$ cat src/rtl/alu_seq_pkg.sv
// Shared types and constants for the W-bit sequencer around the 1-bit serial ALU slice.
package alu_seq_pkg;

  typedef enum logic [1:0] {
    IDLE = 2'd0,
    SYNC = 2'd1,
    RUN  = 2'd2,
    DONE = 2'd3
  } seq_state_t;

  localparam logic [1:0] OP_AND = 2'b00;
  localparam logic [1:0] OP_OR  = 2'b01;
  localparam logic [1:0] OP_ADD = 2'b10;
  localparam logic [1:0] OP_ILL = 2'b11;

  typedef struct packed {
    logic a;
    logic b;
    logic op1;
    logic op0;
    logic binv;
    logic cin;
  } alu_drive_t;

  // Illegal op keeps the slice cycling through its short error loop while idle.
  localparam alu_drive_t IDLE_DRIVE = '{a: 1'b0, b: 1'b0, op1: 1'b1, op0: 1'b1,
                                        binv: 1'b0, cin: 1'b0};

endpackage

$ cat src/rtl/alu_result_shifter.sv
// Bit index counter plus result/carry capture, strobed by the sequencer FSM.
module alu_result_shifter #(
  parameter int W  = 8,
  parameter int IW = $clog2(W)
) (
  input  logic          clk,
  input  logic          rst_n,
  input  logic          clear_i,
  input  logic          load_i,
  input  logic          capture_i,
  input  logic          sum_i,
  input  logic          carry_i,
  output logic [IW-1:0] idx_o,
  output logic          last_o,
  output logic [W-1:0]  result_o,
  output logic          carry_o
);

  localparam logic [IW-1:0] LAST_IDX = IW'(W - 1);

  logic [IW-1:0] idx_q, idx_d;
  logic [W-1:0]  result_q, result_d;
  logic          carry_q, carry_d;

  assign last_o = (idx_q == LAST_IDX);

  // Only the MSB's carry is kept; lower carries travel straight to the next cin.
  always_comb begin
    idx_d    = idx_q;
    result_d = result_q;
    carry_d  = carry_q;
    if (clear_i) begin
      idx_d    = '0;
      result_d = '0;
      carry_d  = 1'b0;
    end else if (load_i) begin
      idx_d = '0;
    end else if (capture_i) begin
      result_d[idx_q] = sum_i;
      if (last_o) carry_d = carry_i;
      else        idx_d   = idx_q + 1'b1;
    end
  end

  always_ff @(posedge clk or negedge rst_n) begin
    if (!rst_n) begin
      idx_q    <= '0;
      result_q <= '0;
      carry_q  <= 1'b0;
    end else begin
      idx_q    <= idx_d;
      result_q <= result_d;
      carry_q  <= carry_d;
    end
  end

  assign idx_o    = idx_q;
  assign result_o = result_q;
  assign carry_o  = carry_q;

endmodule

$ cat src/rtl/alu_bit_sequencer.sv
// Runs the 1-bit serial ALU slice LSB-first across a W-bit word with a start/done handshake.
// Optional slice-hang watchdog enabled by defining ALU_SEQ_TIMEOUT_EN.
module alu_bit_sequencer
  import alu_seq_pkg::*;
#(
  parameter int W       = 8,
  parameter int TIMEOUT = 15
) (
  input  logic         clk,
  input  logic         reset,
  input  logic         start,
  input  logic [1:0]   op,
  input  logic         binv,
  input  logic [W-1:0] a,
  input  logic [W-1:0] b,
  output logic         busy,
  output logic         done,
  output logic [W-1:0] result,
  output logic         carry_out,
  output logic         zero_flag,
  output logic         err,
  output logic         alu_a,
  output logic         alu_b,
  output logic         alu_op0,
  output logic         alu_op1,
  output logic         alu_binv,
  output logic         alu_cin,
  input  logic         alu_error,
  input  logic         alu_zero,
  input  logic         alu_y0,
  input  logic         alu_y1
);

  localparam int IW = $clog2(W);

  seq_state_t    state_q, state_d;
  logic [W-1:0]  a_q, a_d, b_q, b_d;
  logic [1:0]    op_q, op_d;
  logic          binv_q, binv_d;
  alu_drive_t    drv_q, drv_d;
  logic          err_q, err_d;

  logic          term, bit_sum, bit_cy, timeout;
  logic          sh_clear, sh_load, sh_capture, last;
  logic [IW-1:0] idx, nidx;
  logic [W-1:0]  res, a_nx, b_nx;

  assign term    = alu_error | alu_zero | alu_y0 | alu_y1;
  assign bit_sum = alu_zero ? 1'b0 : alu_y0;
  assign bit_cy  = alu_zero ? 1'b0 : alu_y1;
  assign nidx    = idx + 1'b1;
  assign a_nx    = a_q >> nidx;
  assign b_nx    = b_q >> nidx;

`ifdef ALU_SEQ_TIMEOUT_EN
  localparam int TW = $clog2(TIMEOUT + 1);
  logic [TW-1:0] to_cnt_q;

  always_ff @(posedge clk or negedge reset) begin
    if (!reset)                                   to_cnt_q <= '0;
    else if (!(state_q inside {SYNC, RUN}) || term) to_cnt_q <= '0;
    else if (!timeout)                            to_cnt_q <= to_cnt_q + 1'b1;
  end

  assign timeout = (state_q inside {SYNC, RUN}) && !term && (to_cnt_q == TW'(TIMEOUT - 1));
`else
  assign timeout = 1'b0;
`endif

  // Drives change only on a terminal pulse, the one cycle the slice re-samples them.
  always_comb begin
    state_d    = state_q;
    a_d        = a_q;
    b_d        = b_q;
    op_d       = op_q;
    binv_d     = binv_q;
    drv_d      = drv_q;
    err_d      = err_q;
    sh_clear   = 1'b0;
    sh_load    = 1'b0;
    sh_capture = 1'b0;
    case (state_q)
      IDLE: begin
        if (term) drv_d = IDLE_DRIVE;
        if (start) begin
          a_d      = a;
          b_d      = b;
          op_d     = op;
          binv_d   = binv;
          err_d    = 1'b0;
          sh_clear = 1'b1;
          state_d  = SYNC;
        end
      end
      SYNC: begin
        if (term) begin
          drv_d.a    = a_q[0];
          drv_d.b    = b_q[0];
          drv_d.op1  = op_q[1];
          drv_d.op0  = op_q[0];
          drv_d.binv = binv_q;
          drv_d.cin  = binv_q;
          sh_load    = 1'b1;
          state_d    = RUN;
        end else if (timeout) begin
          err_d    = 1'b1;
          sh_clear = 1'b1;
          state_d  = DONE;
        end
      end
      RUN: begin
        if (term) begin
          if (alu_error) begin
            err_d    = 1'b1;
            sh_clear = 1'b1;
            drv_d    = IDLE_DRIVE;
            state_d  = DONE;
          end else begin
            sh_capture = 1'b1;
            if (last) begin
              drv_d   = IDLE_DRIVE;
              state_d = DONE;
            end else begin
              drv_d.a   = a_nx[0];
              drv_d.b   = b_nx[0];
              drv_d.cin = bit_cy;
            end
          end
        end else if (timeout) begin
          err_d    = 1'b1;
          sh_clear = 1'b1;
          state_d  = DONE;
        end
      end
      DONE: begin
        if (term) drv_d = IDLE_DRIVE;
        state_d = IDLE;
      end
      default: state_d = IDLE;
    endcase
  end

  always_ff @(posedge clk or negedge reset) begin
    if (!reset) begin
      state_q <= IDLE;
      a_q     <= '0;
      b_q     <= '0;
      op_q    <= OP_ILL;
      binv_q  <= 1'b0;
      drv_q   <= IDLE_DRIVE;
      err_q   <= 1'b0;
    end else begin
      state_q <= state_d;
      a_q     <= a_d;
      b_q     <= b_d;
      op_q    <= op_d;
      binv_q  <= binv_d;
      drv_q   <= drv_d;
      err_q   <= err_d;
    end
  end

  alu_result_shifter #(.W(W), .IW(IW)) u_shifter (
    .clk      (clk),
    .rst_n    (reset),
    .clear_i  (sh_clear),
    .load_i   (sh_load),
    .capture_i(sh_capture),
    .sum_i    (bit_sum),
    .carry_i  (bit_cy),
    .idx_o    (idx),
    .last_o   (last),
    .result_o (res),
    .carry_o  (carry_out)
  );

  assign busy      = (state_q == SYNC) || (state_q == RUN);
  assign done      = (state_q == DONE);
  assign result    = res;
  assign zero_flag = (state_q == DONE) && (res == '0);
  assign err       = err_q;
  assign alu_a     = drv_q.a;
  assign alu_b     = drv_q.b;
  assign alu_op1   = drv_q.op1;
  assign alu_op0   = drv_q.op0;
  assign alu_binv  = drv_q.binv;
  assign alu_cin   = drv_q.cin;

endmodule

$ cat config.mk
export PLATFORM = sky130hd
export DESIGN_NAME = alu_bit_sequencer
export DESIGN_NICKNAME = d
export VERILOG_FILES = /design/src/rtl/alu_seq_pkg.sv /design/src/rtl/alu_result_shifter.sv /design/src/rtl/alu_bit_sequencer.sv
export SDC_FILE = /design/constraint.sdc
export NUM_CORES = 1
export LEC_CHECK = 0
export ABC_AREA = 1
export CAP_MARGIN = 20
export CORE_UTILIZATION = 45
export DETAILED_ROUTE_END_ITERATION = 6
export MAX_ROUTING_LAYER = met4
export PLACE_DENSITY = 0.83
export SLEW_MARGIN = 20
export SYNTH_ARGS = -nofsm -noshare
export SYNTH_HDL_FRONTEND = slang
export SYNTH_SLANG_ARGS = --single-unit
$ cat constraint.sdc
create_clock -name clk -period 2.2 [get_ports clk]
set_clock_uncertainty 0.05 [all_clocks]
set_input_delay 0.22 -clock clk [delete_from_list [all_inputs] [get_ports clk]]
set_output_delay 0.22 -clock clk [all_outputs]
set_load 0.1 [all_outputs]
==> results.sh <==
export IMPL_syn_nets=299
export IMPL_root_buffer="clkbuf_8"
export IMPL_p_leak_nw=1.35
export IMPL_crit_path_max_incr_delay_ns=0.47
export IMPL_clockBufferDepth=2
export IMPL_synth_top_family_by_area="simple AND/OR/NAND/NOR gates"
export IMPL_gp_congestion=0.793
export IMPL_p_sw_mw=2.14
export IMPL_dr_first_iter_drc_count=106
export IMPL_setup_viol_count_final=0
export IMPL_slew_headroom_pct=65.8
export IMPL_yosys_area_share_simple_pct=28.1
export IMPL_clkSinkCount=40
export IMPL_swShare_pct=50.9
export IMPL_hold_viol_final=0
export IMPL_timing_final_crit_share_pct=78.8
export IMPL_post_route_drc_count=0
export IMPL_tritoncts="built"
export IMPL_pwr_share_clk_pct=12.6
export IMPL_comb_power_share_pct=58.4
export IMPL_start_util_pct=48.0
export IMPL_p_int_mw=2.07
export IMPL_synth_top_area_share_pct=42.2
export IMPL_final_layout_size_suffix_gt1_share_pct=20.2
export IMPL_place_ws_ns=0.467
export IMPL_outcome="complete, no violations"
export IMPL_critical_path_class="reg -> reg"
export IMPL_dp_hpwl_mm=3.30
export IMPL_synthDistinctLibCells=29
export IMPL_die_area_mm2=0.00502
export IMPL_syn_area_mm2=0.00213
export IMPL_first_pass_iters=6
export IMPL_synthFlopType="dfrtp_1"
export IMPL_yosys_warnings=0
export IMPL_synth_seq_area_share_pct=47.1
export IMPL_antenna_found_initial=0
export IMPL_nets=349
export IMPL_crit_slowest_cell="dfrtp_1"
export IMPL_reg2reg_slack_ns=0.47
export IMPL_cp_required_ns=2.32
export IMPL_worst_slack_ns=0.465
export IMPL_cpLargestDelayFamily="flip-flops"
export IMPL_crit_buf_inv=2
export IMPL_rsz0062_at_grt="false"
export IMPL_globalRouteOverflowTotal=0
export IMPL_crit_top_cell="inv_1"
export IMPL_ant_nets=0
export IMPL_dieWidth_um=70.9
export IMPL_cp_end_kind="flip-flop"
export IMPL_n_antenna_cell=0
export IMPL_cts_made_buffers=5
export IMPL_async_reset_ff_share_pct=100
export IMPL_synth_cells=266
export IMPL_hp_class="in -> async"
export IMPL_max_freq_mhz=576
export IMPL_track_usage_pct=19.2
export IMPL_post_route_min_period_ns=1.73
export IMPL_finalSetupTns_ns=0
export IMPL_synthAdderAreaFrac_pct=4.10
export IMPL_worstPathMaxFanout=6
export IMPL_ys_ff_latch=40
export IMPL_tightest_slew_ns=0.513
export IMPL_critPathArrivalTime_ns=1.86
export IMPL_vias=1832
export IMPL_synth_top_cells_by_area="dfrtp_1, nand2_1, nor2_1"
export IMPL_powerDensity_mw_per_mm2=1530
export IMPL_syn_to_final_growth_pct=29.2
export IMPL_crit_chain="inv_1, ha_2, inv_1, o31ai_4, nand2_2, nand2_1, o21ai_0"
export IMPL_clk_pin_slew_worst_paths_ns=0.07
export IMPL_synthMuxAreaShare_pct=2.11
export IMPL_ir_worst_vdd_mv=0.717
export IMPL_startpoint_type="flip-flop"
export IMPL_pin_count=45
export IMPL_synth_xor_xnor_area_share_pct=0
export IMPL_fp_dieH_um=70.9
export IMPL_power_frac_seq_pct=29.0
export IMPL_holdBufCountCts=1
export IMPL_vias_per_cell=4.96
export IMPL_grt_max_degree=31
export IMPL_grt_pass1_vias=1733
export IMPL_htreeDepth=2
export IMPL_grt_pass1_wl_mm=7.37
export IMPL_port_buffers=44
export IMPL_cts_setup_buffers=0
export IMPL_row_count=24
export IMPL_syn_avg_cell_area_um2=8.02
export IMPL_synth_compound_area_share_pct=10.6
export IMPL_synth_edff_count=0
export IMPL_post_drt_wl_per_cell_um=11.6
export IMPL_coreArea_mm2=0.00444
export IMPL_cts_resized_gates=0
export IMPL_postRouteWirelength_mm=4.27
export IMPL_insertion_delay_ns=0.29
export IMPL_slew_violations=0
export IMPL_maxCapViolations=0
export IMPL_synth_top_area_cell="dfrtp_1"
==> state kept, by name, indices dropped and copies added, names as in the netlist <==
signal,cells
state_q,2
alu_b,1
u_shifter.carry_o,1
alu_a,1
b_q,8
alu_op1,1
a_q,8
alu_op0,1
u_shifter.result_o,8
u_shifter.idx_o,3
op_q,2
binv_q,1
err,1
alu_cin,1
alu_binv,1
==> worst register-to-register path, delay by kind of cell (launching register included) <==
family,cells,cell delay (ns)
fa+ha+maj,1,0.37
buf+inv,2,0.19
compound gates,2,0.34
simple gates,2,0.20
flops,1,0.47
==> metal layers <==
layer  up-vias  part of all wire, %  global-route usage, %
li1        943                    -                      -
met1       835                   48                   24.5
met2        47                   47                   30.2
met3         7                  4.0                   4.84
met4         0                  1.5                   6.22
met5         -                    0                      -
==> layout make-up <==
class / count / area, um2
clock buffer: 8 / 100
tap: 52 / 65.1
timing repair buffer: 49 / 453
sequential: 40 / 1010
fill: 401 / 1690
inverter: 36 / 143
multi-input combinational: 184 / 987
==> cells in the final DEF, fill, tap and decap left out, drive strengths merged <==
| cell type | count |
|---|---|
| o31ai | 1 |
| nor3 | 3 |
| nor4 | 1 |
| buf | 24 |
| a21oi | 24 |
| clkinv | 2 |
| a21boi | 1 |
| nand3 | 22 |
| dfrtp | 36 |
| ha | 7 |
| inv | 34 |
| nand2 | 63 |
| a31oi | 1 |
| dlygate4sd3 | 1 |
| clkdlybuf4s50 | 24 |
| nor2 | 43 |
| dfstp | 4 |
| clkbuf | 8 |
| mux2 | 4 |
| o21ai | 14 |
==> synth_stat cells, types with 2 or more instances <==
| cell type | number |
|---|---|
| a21oi_1 | 24 |
| buf_1 | 2 |
| buf_2 | 2 |
| dfrtp_1 | 36 |
| dfstp_2 | 4 |
| ha_1 | 7 |
| inv_1 | 31 |
| inv_2 | 2 |
| mux2_2 | 4 |
| nand2_1 | 56 |
| nand2_2 | 4 |
| nand2_4 | 3 |
| nand3_1 | 21 |
| nor2_1 | 40 |
| nor2_4 | 3 |
| nor3_2 | 2 |
| o21ai_0 | 11 |
| o21ai_1 | 3 |
==> cells by family after synthesis <==
group,count (synthesis)
buffers and inverters,42
AND/OR/NAND/NOR,132
multiplexers,4
adder cells (fa/ha/maj),7
flip-flops,40
AO/OA/AOI/OAI,41
==> through the flow <==
step / hold slack (ns) / utilization [%] / instances / instance area (um2) / power [mW]
after floorplan: -0.126 / - / 266 / 2170 / 3.14
after global placement: 0.165 / 59.6 / 360 / 2650 / 3.63
after detailed placement: 0.169 / 59.6 / 360 / 2650 / 3.70
after CTS: 0.394 / 62.1 / 369 / 2760 / 4.24
after global routing: 0.422 / 62.1 / 369 / 2760 / 4.51
final: 0.383 / 62.1 / 369 / 2760 / 4.22
==> power by group through the flow <==
stage / Clock [mW] / Combinational (mW) / Sequential, mW
5_1_grt: 0.580 / 2.68 / 1.26
6_report: 0.531 / 2.46 / 1.22
3_5_place_dp: 0 / 2.46 / 1.24
4_1_cts: 0.548 / 2.47 / 1.22
2_1_floorplan: 0 / 1.43 / 1.70
3_3_place_gp: 0 / 2.41 / 1.22
==> path summary, 6_finish.rpt <==
kind,cells past startpoint,endpoint,from
min in group clk,3,b_q[4]$_DFFE_PN0P_,b[4]
worst min-delay path,2,state_q[0]$_DFFE_PN0P_,reset
worst min register to register,2,alu_op0$_DFFE_PN1P_,alu_op0$_DFFE_PN1P_
worst max register to register,7,alu_binv$_DFFE_PN0P_,state_q[0]$_DFFE_PN0P_
max in group asynchronous,3,op_q[1]$_DFFE_PN1P_,reset
worst max-delay path,7,alu_binv$_DFFE_PN0P_,state_q[0]$_DFFE_PN0P_
(Power assumes the default switching activity.)
